<file path="config.mk">
export PLATFORM = sky130hd
export DESIGN_NAME = point_scheduler
export DESIGN_NICKNAME = d
export VERILOG_FILES = /design/src/rtl/snake_pkg.sv /design/src/rtl/lfsr5.sv /design/src/rtl/point_scheduler.sv
export SDC_FILE = /design/constraint.sdc
export NUM_CORES = 1
export LEC_CHECK = 0
export BUFFER_PORTS_ARGS = -buffer_cell sky130_fd_sc_hd__buf_2
export CAP_MARGIN = 40
export CORE_UTILIZATION = 57
export CTS_BUF_LIST = sky130_fd_sc_hd__clkbuf_16
export CTS_CLUSTER_SIZE = 28
export DETAILED_ROUTE_END_ITERATION = 12
export HOLD_SLACK_MARGIN = 0.12
export PLACE_DENSITY = 0.84
export SETUP_SLACK_MARGIN = 0.5
export SLEW_MARGIN = 20
export SYNTH_ARGS = -nofsm -noshare
export SYNTH_HDL_FRONTEND = slang
export SYNTH_SLANG_ARGS = --single-unit
</file>
<file path="constraint.sdc">
create_clock -name clk_75 -period 3 [get_ports clk_75]
set_clock_uncertainty 0.15 [all_clocks]
set_input_delay 0.15 -clock clk_75 [delete_from_list [all_inputs] [get_ports clk_75]]
set_output_delay 0.15 -clock clk_75 [all_outputs]
set_load 0.01 [all_outputs]
</file>
<file path="src/rtl/snake_pkg.sv">
// Shared snake-game types, playfield constants and LFSR/coordinate helpers.
package snake_pkg;

  localparam int unsigned X_RANGE = 30;
  localparam int unsigned Y_RANGE = 22;

  typedef enum logic [0:0] {
    PS_IDLE  = 1'b0,
    PS_PROBE = 1'b1
  } point_sched_state_e;

  // One step of the x^5+x^3+1 Fibonacci LFSR (period 31 over nonzero states).
  function automatic logic [4:0] lfsr5_next(input logic [4:0] l);
    return {l[3:0], l[4] ^ l[2]};
  endfunction

  // Map an LFSR value onto a 1-based playfield coordinate, all at 5 bits.
  function automatic logic [4:0] coord_map(input logic [4:0] l, input logic [4:0] range);
    return (l % range) + 5'd1;
  endfunction

endpackage

</file>
<file path="src/rtl/lfsr5.sv">
// 5-bit LFSR register with seed load, step and a guard against the all-zero state.
module lfsr5 (
  input  logic       clk_75,
  input  logic       rst_n,
  input  logic       load,
  input  logic [4:0] seed,
  input  logic       step,
  output logic [4:0] q
);

  import snake_pkg::lfsr5_next;

  // Load has priority over step; a zero seed is replaced by 1 so the LFSR never locks up.
  always_ff @(posedge clk_75 or negedge rst_n) begin
    if (!rst_n) begin
      q <= 5'd1;
    end else if (load) begin
      q <= (seed == 5'd0) ? 5'd1 : seed;
    end else if (step) begin
      q <= lfsr5_next(q);
    end
  end

endmodule

</file>
<file path="src/rtl/point_scheduler.sv">
// Food-point scheduler: arbitrates eat requests and searches the map for an EMPTY tile.
module point_scheduler #(
  parameter int unsigned MAX_TRIES = 16,
  parameter int unsigned X_RANGE   = snake_pkg::X_RANGE,
  parameter int unsigned Y_RANGE   = snake_pkg::Y_RANGE
) (
  input  logic       clk_75,
  input  logic       rst_n,
  input  logic       start,
  input  logic [4:0] seed_x,
  input  logic [4:0] seed_y,
  input  logic       eat1_req,
  input  logic       eat2_req,
  output logic       eat1_ack,
  output logic       eat2_ack,
  output logic [4:0] tile_rd_x,
  output logic [4:0] tile_rd_y,
  input  logic       tile_rd_empty,
  output logic [4:0] point_x,
  output logic [4:0] point_y,
  output logic       point_valid,
  output logic       busy,
  output logic       place_fail
);

  import snake_pkg::point_sched_state_e;
  import snake_pkg::PS_IDLE;
  import snake_pkg::PS_PROBE;
  import snake_pkg::coord_map;

  localparam int unsigned TRIES_W  = (MAX_TRIES > 1) ? $clog2(MAX_TRIES) : 1;
  localparam logic [4:0]  X_RANGE5 = 5'(X_RANGE);
  localparam logic [4:0]  Y_RANGE5 = 5'(Y_RANGE);
  localparam logic [TRIES_W-1:0] LAST_TRY = TRIES_W'(MAX_TRIES - 1);

  point_sched_state_e state_q, state_d;
  logic [TRIES_W-1:0] tries_q, tries_d;
  logic [4:0]         point_x_d, point_y_d;
  logic               point_valid_d;
  logic               eat1_ack_d, eat2_ack_d;
  logic               lfsr_load, lfsr_step;
  logic               fail_c;
  logic [4:0]         lfsr_x, lfsr_y;
  logic [4:0]         cand_x, cand_y;

  lfsr5 u_lfsr_x (
    .clk_75 (clk_75),
    .rst_n  (rst_n),
    .load   (lfsr_load),
    .seed   (seed_x),
    .step   (lfsr_step),
    .q      (lfsr_x)
  );

  lfsr5 u_lfsr_y (
    .clk_75 (clk_75),
    .rst_n  (rst_n),
    .load   (lfsr_load),
    .seed   (seed_y),
    .step   (lfsr_step),
    .q      (lfsr_y)
  );

  // Candidate coordinates derived from the current LFSR pair.
  assign cand_x = coord_map(lfsr_x, X_RANGE5);
  assign cand_y = coord_map(lfsr_y, Y_RANGE5);

  // Probe address is only driven while searching, so nothing leaks out of IDLE/reset.
  assign tile_rd_x  = (state_q == PS_PROBE) ? cand_x : 5'd0;
  assign tile_rd_y  = (state_q == PS_PROBE) ? cand_y : 5'd0;
  assign busy       = (state_q != PS_IDLE);
  assign place_fail = fail_c;

  // State and output registers.
  always_ff @(posedge clk_75 or negedge rst_n) begin
    if (!rst_n) begin
      state_q     <= PS_IDLE;
      tries_q     <= '0;
      point_x     <= 5'd0;
      point_y     <= 5'd0;
      point_valid <= 1'b0;
      eat1_ack    <= 1'b0;
      eat2_ack    <= 1'b0;
    end else begin
      state_q     <= state_d;
      tries_q     <= tries_d;
      point_x     <= point_x_d;
      point_y     <= point_y_d;
      point_valid <= point_valid_d;
      eat1_ack    <= eat1_ack_d;
      eat2_ack    <= eat2_ack_d;
    end
  end

  // Next-state, LFSR control and request/ack decisions; start overrides everything.
  always_comb begin
    state_d       = state_q;
    tries_d       = tries_q;
    point_x_d     = point_x;
    point_y_d     = point_y;
    point_valid_d = point_valid;
    eat1_ack_d    = 1'b0;
    eat2_ack_d    = 1'b0;
    lfsr_load     = 1'b0;
    lfsr_step     = 1'b0;
    fail_c        = 1'b0;

    if (start) begin
      lfsr_load     = 1'b1;
      tries_d       = '0;
      point_valid_d = 1'b0;
      state_d       = PS_PROBE;
    end else begin
      case (state_q)
        PS_IDLE: begin
          // Both requests share one regeneration; requests without a placed point wait.
          if (point_valid && (eat1_req || eat2_req)) begin
            eat1_ack_d    = eat1_req;
            eat2_ack_d    = eat2_req;
            point_valid_d = 1'b0;
            lfsr_step     = 1'b1;
            tries_d       = '0;
            state_d       = PS_PROBE;
          end
        end
        PS_PROBE: begin
          if (tile_rd_empty) begin
            point_x_d     = cand_x;
            point_y_d     = cand_y;
            point_valid_d = 1'b1;
            state_d       = PS_IDLE;
          end else if (tries_q == LAST_TRY) begin
            fail_c  = 1'b1;
            state_d = PS_IDLE;
          end else begin
            lfsr_step = 1'b1;
            tries_d   = tries_q + TRIES_W'(1);
          end
        end
        default: state_d = PS_IDLE;
      endcase
    end
  end

endmodule

</file>
---- Word-level counts from Yosys, hierarchy flattened ----
Cells that the tools add are included.
operators by class
  add/sub/neg operators ................... 3
  div/mod/pow operators ................... 2
  equal/unequal tests ..................... 5
  muxes and demuxes ....................... 34
  bitwise gates (word level) .............. 4
  reduce and logical (&&, ||, !) cells .... 8
operators by type and width
  kind                   count
  $mux W5                8
  $mux W1                19
  $mux W4                4
  $ne A3 B3 Y1 const B   4
  $add A5 B1 Y5 const B  2
  $logic_not A5 Y1       2
  $mod A5 B5 Y5 const B  2
  $pmux W4 S2            1
  $reduce_and A3 Y1      2
  $add A4 B1 Y4 const B  1
  $eq A4 B4 Y1 const B   1
  $pmux W1 S2            2
  $not A1 Y1             2
  $reduce_and A2 Y1      1
  $reduce_bool A2 Y1     1
  $xor A1 B1 Y1          2
  $logic_and A1 B1 Y1    1
  $logic_or A1 B1 Y1     1
storage, ports and cells
  bits in registers ....................... 28
  output and inout bits ................... 25
  word-level logic and storage cells ...... 65

---- Depth between registers and ports, before layout ----
Gate-level depths: netlist of run 1.
  word-level depth ........................ 7
  mapped depth ............................ 8
  gate-level depth less buffers ........... 8

---- Modules after synthesis ----
A second synthesis of run 1 with hierarchy kept.
second synthesis, totals
  cell total of the unflattened synthesis .. 180
  area total of the unflattened synthesis .. 1655.3 µm²
by module, submodules not included
  module           times used  cells each  area each (µm²)
  point_scheduler  1           132         1149.9
  lfsr5            2           24          252.7

---- Least setup slack after synthesis of run 1 ----
No wires, ideal clock.
  path kind ............................... reg-to-reg
  start point ............................. register u_lfsr_x.q[2]
  end point ............................... register point_x[4]
  arrival time ............................ 1.672 ns
  setup slack ............................. 1.054 ns
  cell stages (with the launch flop) ...... 9
  buffers on the path ..................... 0
  clock period less this slack ............ 1.946 ns
  cells stage by stage .................... dfrtp_1 -> ha_1 -> a21oi_1 -> o21ai_0 -> o21ai_0 -> ha_1 -> o311a_1 -> xnor2_1 -> mux2_2
on the way
  word-level cells in the longest chain between the ends .. 2
RTL lines
  what                    line                   text
  from (decl)             lfsr5.sv:8             output logic [4:0] q
  from (signal assigned)  lfsr5.sv:18            q <= (seed == 5'd0) ? 5'd1 : seed;
  from (signal assigned)  lfsr5.sv:20            q <= lfsr5_next(q);
  $mod A5 B5 Y5           snake_pkg.sv:19        return (l % range) + 5'd1;
  $add A5 B1 Y5           snake_pkg.sv:19
  to (signal assigned)    point_scheduler.sv:87  point_x <= point_x_d;
  to (decl)               point_scheduler.sv:19  output logic [4:0] point_x,
No other way between the ends.
A chain may end at the register's enable or synchronous reset.

---- Worst setup path in the final report of run 1 ----
  start point ............................. register u_lfsr_y.q[2]
  end point ............................... output tile_rd_y[2]
on the way
  word-level cells in the longest chain between the ends .. 3
RTL lines
  what                    line                   text
  from (decl)             lfsr5.sv:8
  from (signal assigned)  lfsr5.sv:18
  from (signal assigned)  lfsr5.sv:20
  $mod A5 B5 Y5           snake_pkg.sv:19
  $add A5 B1 Y5           snake_pkg.sv:19
  $mux W5                 point_scheduler.sv:70  assign tile_rd_y = (state_q == PS_PROBE) ? cand_y : 5'd0;
  to (decl)               point_scheduler.sv:17  output logic [4:0] tile_rd_y,
No other way between the ends.

==> flow_summary.json, run 1 <==
{
  "grt_max_degree": 29,
  "setup.worst_path.class": "flip-flop to output port",
  "ys_types": 43,
  "grt_pass1_wl_mm": 6.65,
  "hold_viol_final": 0,
  "path_max_fanout": 9,
  "critPathTopFamily": "compound AO/OA/AOI/OAI gates",
  "r2r_slack_ns": 0.87,
  "fillers": 174,
  "total_power_mw": 1.52,
  "holdWs_ns": 0.127,
  "hold_depth": 4,
  "multi_input_area_um2": 895,
  "drt_wl_total_mm": 4.37,
  "drtPass1Iterations": 4,
  "slowest_delay_ns": 0.48,
  "fin_crit_ns": 2.49,
  "setup.worst_path.end_class": "output port",
  "synth-seq-cells": 28,
  "p_leak_nw": 1.05,
  "netlist.area_leader.share": 0.389,
  "drtIter0Drc": 74,
  "rows": 19,
  "wl_per_cell_um": 16.2,
  "io_buffers": 40,
  "synth_nets": 197,
  "crit_path_top_delay_cell": "dfrtp_2",
  "rr_startpoint": "u_lfsr_y.q[2]",
  "area_delta_synth_final_pct": 32.2,
  "tns_ns": 0,
  "root_buffer": "clkbuf_16",
  "synth-async-reset-ratio": 1.00,
  "gp_congestion": 0.759,
  "synth-edff-count": 0,
  "antenna_found_initial": 0,
  "synth_ff_type": "dfrtp_1",
  "critPathRequiredTime_ns": 2.70,
  "die_x_um": 56.2,
  "r2r_end": "point_y[1]",
  "drcViolationCount": 0,
  "viasPerCell": 5.90,
  "gr-usage-all-layers": 0.267,
  "final_util": 0.801,
  "fin_crit_sh": 0.828,
  "finalMaxSlewViolations": 0,
  "rsz0062_at_grt": "true",
  "ant_nets": 0,
  "path_cells": "ha_2 -> a211oi_1 -> o21ai_0 -> o21ai_0 -> ha_2 -> xor2_1 -> and2_1 -> buf_2",
  "synth_area_leader_cell": "dfrtp_1",
  "setup_viol": 0,
  "relSlewSlack": 0.578,
  "die-area_um2": 3150,
  "cts_buffers": 3,
  "grt_pass1_vias": 1490,
  "synth_cells": 176,
  "syn_area_um2": 1670,
  "layout_commonest_cell": "buf_2",
  "r2r_cells": 6,
  "power.density_nw_per_um2": 690,
  "start_kind": "flip-flop",
  "yosysWarnings": 0,
  "critPathArrivalTime_ns": 2.19,
  "place_area_um2": 1860,
  "antenna_cells": 0,
  "synth.yosys.seq_area_share": 0.421,
  "min_from": "seed_y[0]",
  "worstMarginPinSlew_ns": 0.632,
  "final_design_area_no_fill_um2": 2210,
  "htree_levels": 1,
  "synth_area_per_cell_um2": 9.50,
  "clk_path_buf_depth": 2,
  "vias": 1587,
  "maxCapViolations": 0,
  "status": "finished clean",
  "ioPinCount": 41,
  "synthTopCellsByArea": "dfrtp_1 (39%), mux2i_1 (6.6%), o21ai_0 (6.6%)",
  "cp_num_buf_inv": 1,
  "cts_tree": "yes",
  "dp_hpwl_mm": 2.64,
  "grt-ovfl-total": 0,
  "final_nets": 260,
  "cts_sinks": 28,
  "core_area_um2": 2760,
  "timing.fmax_mhz": 402,
  "layout_common_cells": "buf_2 (40), o21ai_0 (22), dfrtp_1 (22)",
  "die-height_um": 56.2,
  "ir_worst_vdd_v": 0.000577,
  "clk_latency_ns": 0.26,
  "clkTransAtPathRegs_ns": 0.07,
  "start_util": 0.606,
  "seq_area_um2": 708,
  "drive_gt1_frac": 0.332,
  "hold_path.class": "input port to flip-flop",
  "hold_path_end": "u_lfsr_y.q[0]"
}
[cell type report]
class | instances | share of cell area
multi-input combinational | 131 | 0.405
sequential | 28 | 0.320
timing repair buffer | 67 | 0.196
clock buffer | 3 | 0.0340
tap | 31 | 0.0176
clock inverter | 1 | 0.0136
inverter | 8 | 0.0136
[tightest hold or removal path: stages]
cell     delay, ns
buf_2         0.07
or3_1         0.08
o21ai_0       0.06
o21ai_0       0.14
[timing repair]
item / 4_1_cts / 5_1_grt
endpoints found under the hold margin: 38 / 0
setup buffers: 0 / 15
resized for setup: 2 / 5
hold buffers: 12 / 0
setup endpoints to repair: 1 / 5
[Yosys cell counts (2+ instances only)]
cell	instances
dfrtp_1	26
o21ai_0	22
nand2_1	18
mux2i_1	11
nor2_1	8
inv_1	7
and2_1	6
a21oi_1	5
buf_2	5
ha_1	5
mux2_2	5
o21ai_1	5
nand3_1	4
nor2b_1	4
xnor2_1	4
xor2_1	4
nor3_1	3
nor3b_1	3
or3_1	3
a21boi_1	2
dfstp_2	2
nand2b_1	2
nor4_1	2
[logic make-up (layout without fill, tap and decap cells)]
logic type               after synthesis  count (layout)  synth area share
AO/OA/AOI/OAI                         42              42             0.159
XOR/XNOR                               8               8            0.0419
adder cells (fa/ha/maj)                5               5            0.0374
buffers and inverters                 17              79            0.0486
flip-flops                            28              28             0.421
multiplexers                          17              17             0.106
AND/OR/NAND/NOR                       59              59             0.186
[state kept, by name (all words and copies together) (netlist names)]
signal / count
u_lfsr_y.q: 5
point_valid: 1
tries_q: 4
eat2_ack: 1
point_y: 5
busy: 1
eat1_ack: 1
point_x: 5
u_lfsr_x.q: 5
[through the flow]
step | cells | worst slack, ns
floorplan | 176 | 1.05
finish | 269 | 0.515
detailed placement | 238 | 0.768
CTS | 254 | 0.532
global route | 269 | 0.359
global placement | 238 | 0.925
[routing by layer]
| layer | wire length (um) | track usage |
|---|---|---|
| met1 | 1820 | 0.350 |
| met2 | 2200 | 0.457 |
| met3 | 192 | 0.0186 |
| met4 | 161 | 0.108 |
| met5 | 0 | 0 |
[power breakdown]
| part | internal, mW | switching [mW] |
|---|---|---|
| registers | 0.468 | 0.0821 |
| clock network | 0.266 | 0.132 |
| logic | 0.287 | 0.290 |
[worst max path at each step]
stage	start	to	slack, ns	depth (start not counted)
floorplan	u_lfsr_x.q[2]	point_x[4]	1.05	8
global placement	u_lfsr_x.q[2]	tile_rd_x[4]	0.92	8
detailed placement	u_lfsr_x.q[2]	tile_rd_x[4]	0.77	8
CTS	u_lfsr_x.q[1]	tile_rd_x[4]	0.53	9
global route	u_lfsr_y.q[2]	tile_rd_y[2]	0.36	8
finish	u_lfsr_y.q[2]	tile_rd_y[2]	0.51	8
Note: power is estimated with default switching activity, not from simulation.
==> inputs of run 2 (changes only) <==
--- a/config.mk
+++ b/config.mk
@@ -7,12 +7,12 @@
 export LEC_CHECK = 0
 export BUFFER_PORTS_ARGS = -buffer_cell sky130_fd_sc_hd__buf_2
 export CAP_MARGIN = 40
-export CORE_UTILIZATION = 57
+export CORE_UTILIZATION = 48
 export CTS_BUF_LIST = sky130_fd_sc_hd__clkbuf_16
 export CTS_CLUSTER_SIZE = 28
 export DETAILED_ROUTE_END_ITERATION = 12
 export HOLD_SLACK_MARGIN = 0.12
-export PLACE_DENSITY = 0.84
+export PLACE_DENSITY = 0.76
 export SETUP_SLACK_MARGIN = 0.5
 export SLEW_MARGIN = 20
 export SYNTH_ARGS = -nofsm -noshare
==> constraint.sdc (replaced) <==
create_clock -name clk_75 -period 2.15 [get_ports clk_75]
set_clock_uncertainty 0.15 [all_clocks]
set_input_delay 0.1075 -clock clk_75 [delete_from_list [all_inputs] [get_ports clk_75]]
set_output_delay 0.1075 -clock clk_75 [all_outputs]
set_load 0.01 [all_outputs]
==> run 2 against run 1 <==
The run now ends with negative setup slack left. Combinational power rose by 80%. Largest cell class unchanged. Register-to-register slack worse by 0.60 ns. Critical path type unchanged. Sequential power grew 38%. Hold slack better by 0.014 ns.
==> flow_summary.json, run 2 (synthesized netlist as in run 1, its figures left out) <==
{
  "status": "complete, but fails checks",
  "violations": "negative setup slack",
  "grt_pass1_vias": 1486,
  "r2r_slack_ns": 0.27,
  "layout_commonest_cell": "buf_2",
  "critPathRequiredTime_ns": 1.89,
  "maxCapViolations": 0,
  "power.internal_mw": 1.48,
  "rows": 21,
  "drcViolationCount": 0,
  "cts_buffers": 3,
  "wl_per_cell_um": 14.3,
  "final_design_area_no_fill_um2": 2550,
  "area_delta_synth_final_pct": 52.8,
  "setup_ws_ns": -0.0334,
  "finalMaxSlewViolations": 0,
  "holdWs_ns": 0.141,
  "hold_path.class": "input port to flip-flop",
  "clk_path_buf_depth": 2,
  "min_from": "seed_y[0]",
  "seq_area_um2": 712,
  "hold_viol_final": 0,
  "p_leak_nw": 1.17,
  "grt_util_met3": 0.0231,
  "gr-usage-all-layers": 0.234,
  "pwr-share-comb": 0.468,
  "grt-ovfl-total": 0,
  "cts_sinks": 28,
  "power.share.switching": 0.336,
  "top_usage_layer": "met2",
  "dp_hpwl_mm": 2.49,
  "switchingPower_mw": 0.745,
  "setup.worst_path.class": "flip-flop to output port",
  "setup.worst_path.end_class": "output port",
  "die_x_um": 61.0,
  "vias": 1631,
  "clkTransAtPathRegs_ns": 0.07,
  "htree_levels": 1,
  "power.density_nw_per_um2": 869,
  "place_area_um2": 1970,
  "grt_util_met2": 0.405,
  "final_nets": 275,
  "timing.fmax_mhz": 458,
  "fin_crit_sh": 1.02,
  "clk_latency_ns": 0.26,
  "die-area_um2": 3720,
  "r2r_cells": 8,
  "setup_viol": 2,
  "cp_num_buf_inv": 1,
  "drive_gt1_frac": 0.486,
  "drtPass1Iterations": 4,
  "start_kind": "flip-flop",
  "core_area_um2": 3340,
  "rr_startpoint": "u_lfsr_x.q[2]",
  "gp_congestion": 0.851,
  "rsz0062_at_grt": "true",
  "antenna_cells": 0,
  "layout_common_cells": "buf_2 (38), buf_4 (20), dfrtp_1 (19)",
  "worstMarginPinSlew_ns": 0.643,
  "clkPwrFrac": 0.190,
  "multi_input_area_um2": 1090,
  "cts_tree": "yes",
  "hold_path_end": "u_lfsr_y.q[0]",
  "viasPerCell": 5.45,
  "path_max_fanout": 5,
  "ant_nets": 0,
  "r2r_end": "point_x[2]",
  "ir_worst_vdd_v": 0.000406,
  "die-height_um": 61.0,
  "critPathTopFamily": "simple AND/OR/NAND/NOR gates",
  "relSlewSlack": 0.571,
  "fin_crit_ns": 2.18,
  "root_buffer": "clkbuf_16",
  "antenna_found_initial": 0,
  "fillers": 239,
  "drtIter0Drc": 95,
  "path_cells": "ha_4 -> or3b_4 -> o22ai_4 -> xor2_1 -> and2_4 -> buf_6",
  "drt_wl_total_mm": 4.28,
  "power_frac_seq": 0.343,
  "critPathArrivalTime_ns": 1.93,
  "hold_depth": 4,
  "io_buffers": 40,
  "start_util": 0.501,
  "grt_pass1_wl_mm": 6.47,
  "crit_path_top_delay_cell": "dfrtp_2",
  "slowest_delay_ns": 0.44,
  "grt_max_degree": 29,
  "grt_use_met1": 0.310,
  "ioPinCount": 41
}
[run 2: worst max path at each step]
| stage | slack, ns | start | to | cells after the start |
|---|---|---|---|---|
| 2_1_floorplan | 0.34 | u_lfsr_x.q[2] | point_x[4] | 8 |
| 3_5_place_dp | 0.17 | u_lfsr_x.q[2] | tile_rd_x[4] | 8 |
| 5_1_grt | -0.12 | u_lfsr_x.q[2] | tile_rd_x[4] | 9 |
| 4_1_cts | -0.007 | u_lfsr_y.q[2] | tile_rd_y[2] | 8 |
| 6_report | -0.03 | u_lfsr_y.q[2] | tile_rd_y[2] | 6 |
| 3_3_place_gp | 0.20 | u_lfsr_x.q[2] | tile_rd_x[4] | 8 |
[run 2: cell type report]
class,instances,area share
inverter,8,0.0132
clock buffer,3,0.0294
timing repair buffer,81,0.228
clock inverter,1,0.00147
sequential,28,0.279
multi-input combinational,132,0.427
tap,46,0.0225
[run 2: worst register-to-register path, stage by stage (launching register included)]
cell and delay [ns]:
dfrtp_2 0.43, ha_4 0.19, nand3_4 0.10, o21ai_1 0.08
ha_2 0.19, buf_4 0.13, buf_6 0.11, xnor2_2 0.12
mux2_4 0.27
[run 2: routing by layer]
| metal | up-vias | part of all wire |
|---|---|---|
| met5 | - | 0 |
| met3 | 4 | 0.040 |
| li1 | 788 | - |
| met4 | 0 | 0.0098 |
| met1 | 783 | 0.45 |
| met2 | 56 | 0.50 |
[run 2: timing repair]
| item | in CTS | in global routing |
|---|---|---|
| resized for setup | 22 | 25 |
| setup buffers | 16 | 6 |
| cloned | 1 | 0 |
| endpoints found under the hold margin | 41 | 0 |
| hold buffers | 14 | 0 |
| endpoints found under the setup margin | 18 | 21 |
| pin swaps | 9 | 19 |
[run 2: power groups by stage]
stage	sequential [mW]	clock [mW]	combinational, mW
floorplan	0.793	0	0.472
global placement	0.775	0	0.710
detailed placement	0.782	0	0.724
CTS	0.754	0.427	0.912
global route	0.778	0.450	1.14
finish	0.761	0.421	1.04
[run 2: metrics by stage]
| step | setup TNS (ns) | setup WS, ns | utilization | cells | power [mW] |
|---|---|---|---|---|---|
| final | -0.0636 | -0.0334 | 0.765 | 299 | 2.22 |
| after global routing | -0.437 | -0.120 | 0.765 | 299 | 2.36 |
| after CTS | -0.0127 | -0.00658 | 0.719 | 293 | 2.09 |
| after detailed placement | 0 | 0.175 | 0.589 | 258 | 1.51 |
| after global placement | 0 | 0.200 | 0.589 | 258 | 1.49 |
| after floorplan | 0 | 0.336 | - | 176 | 1.26 |
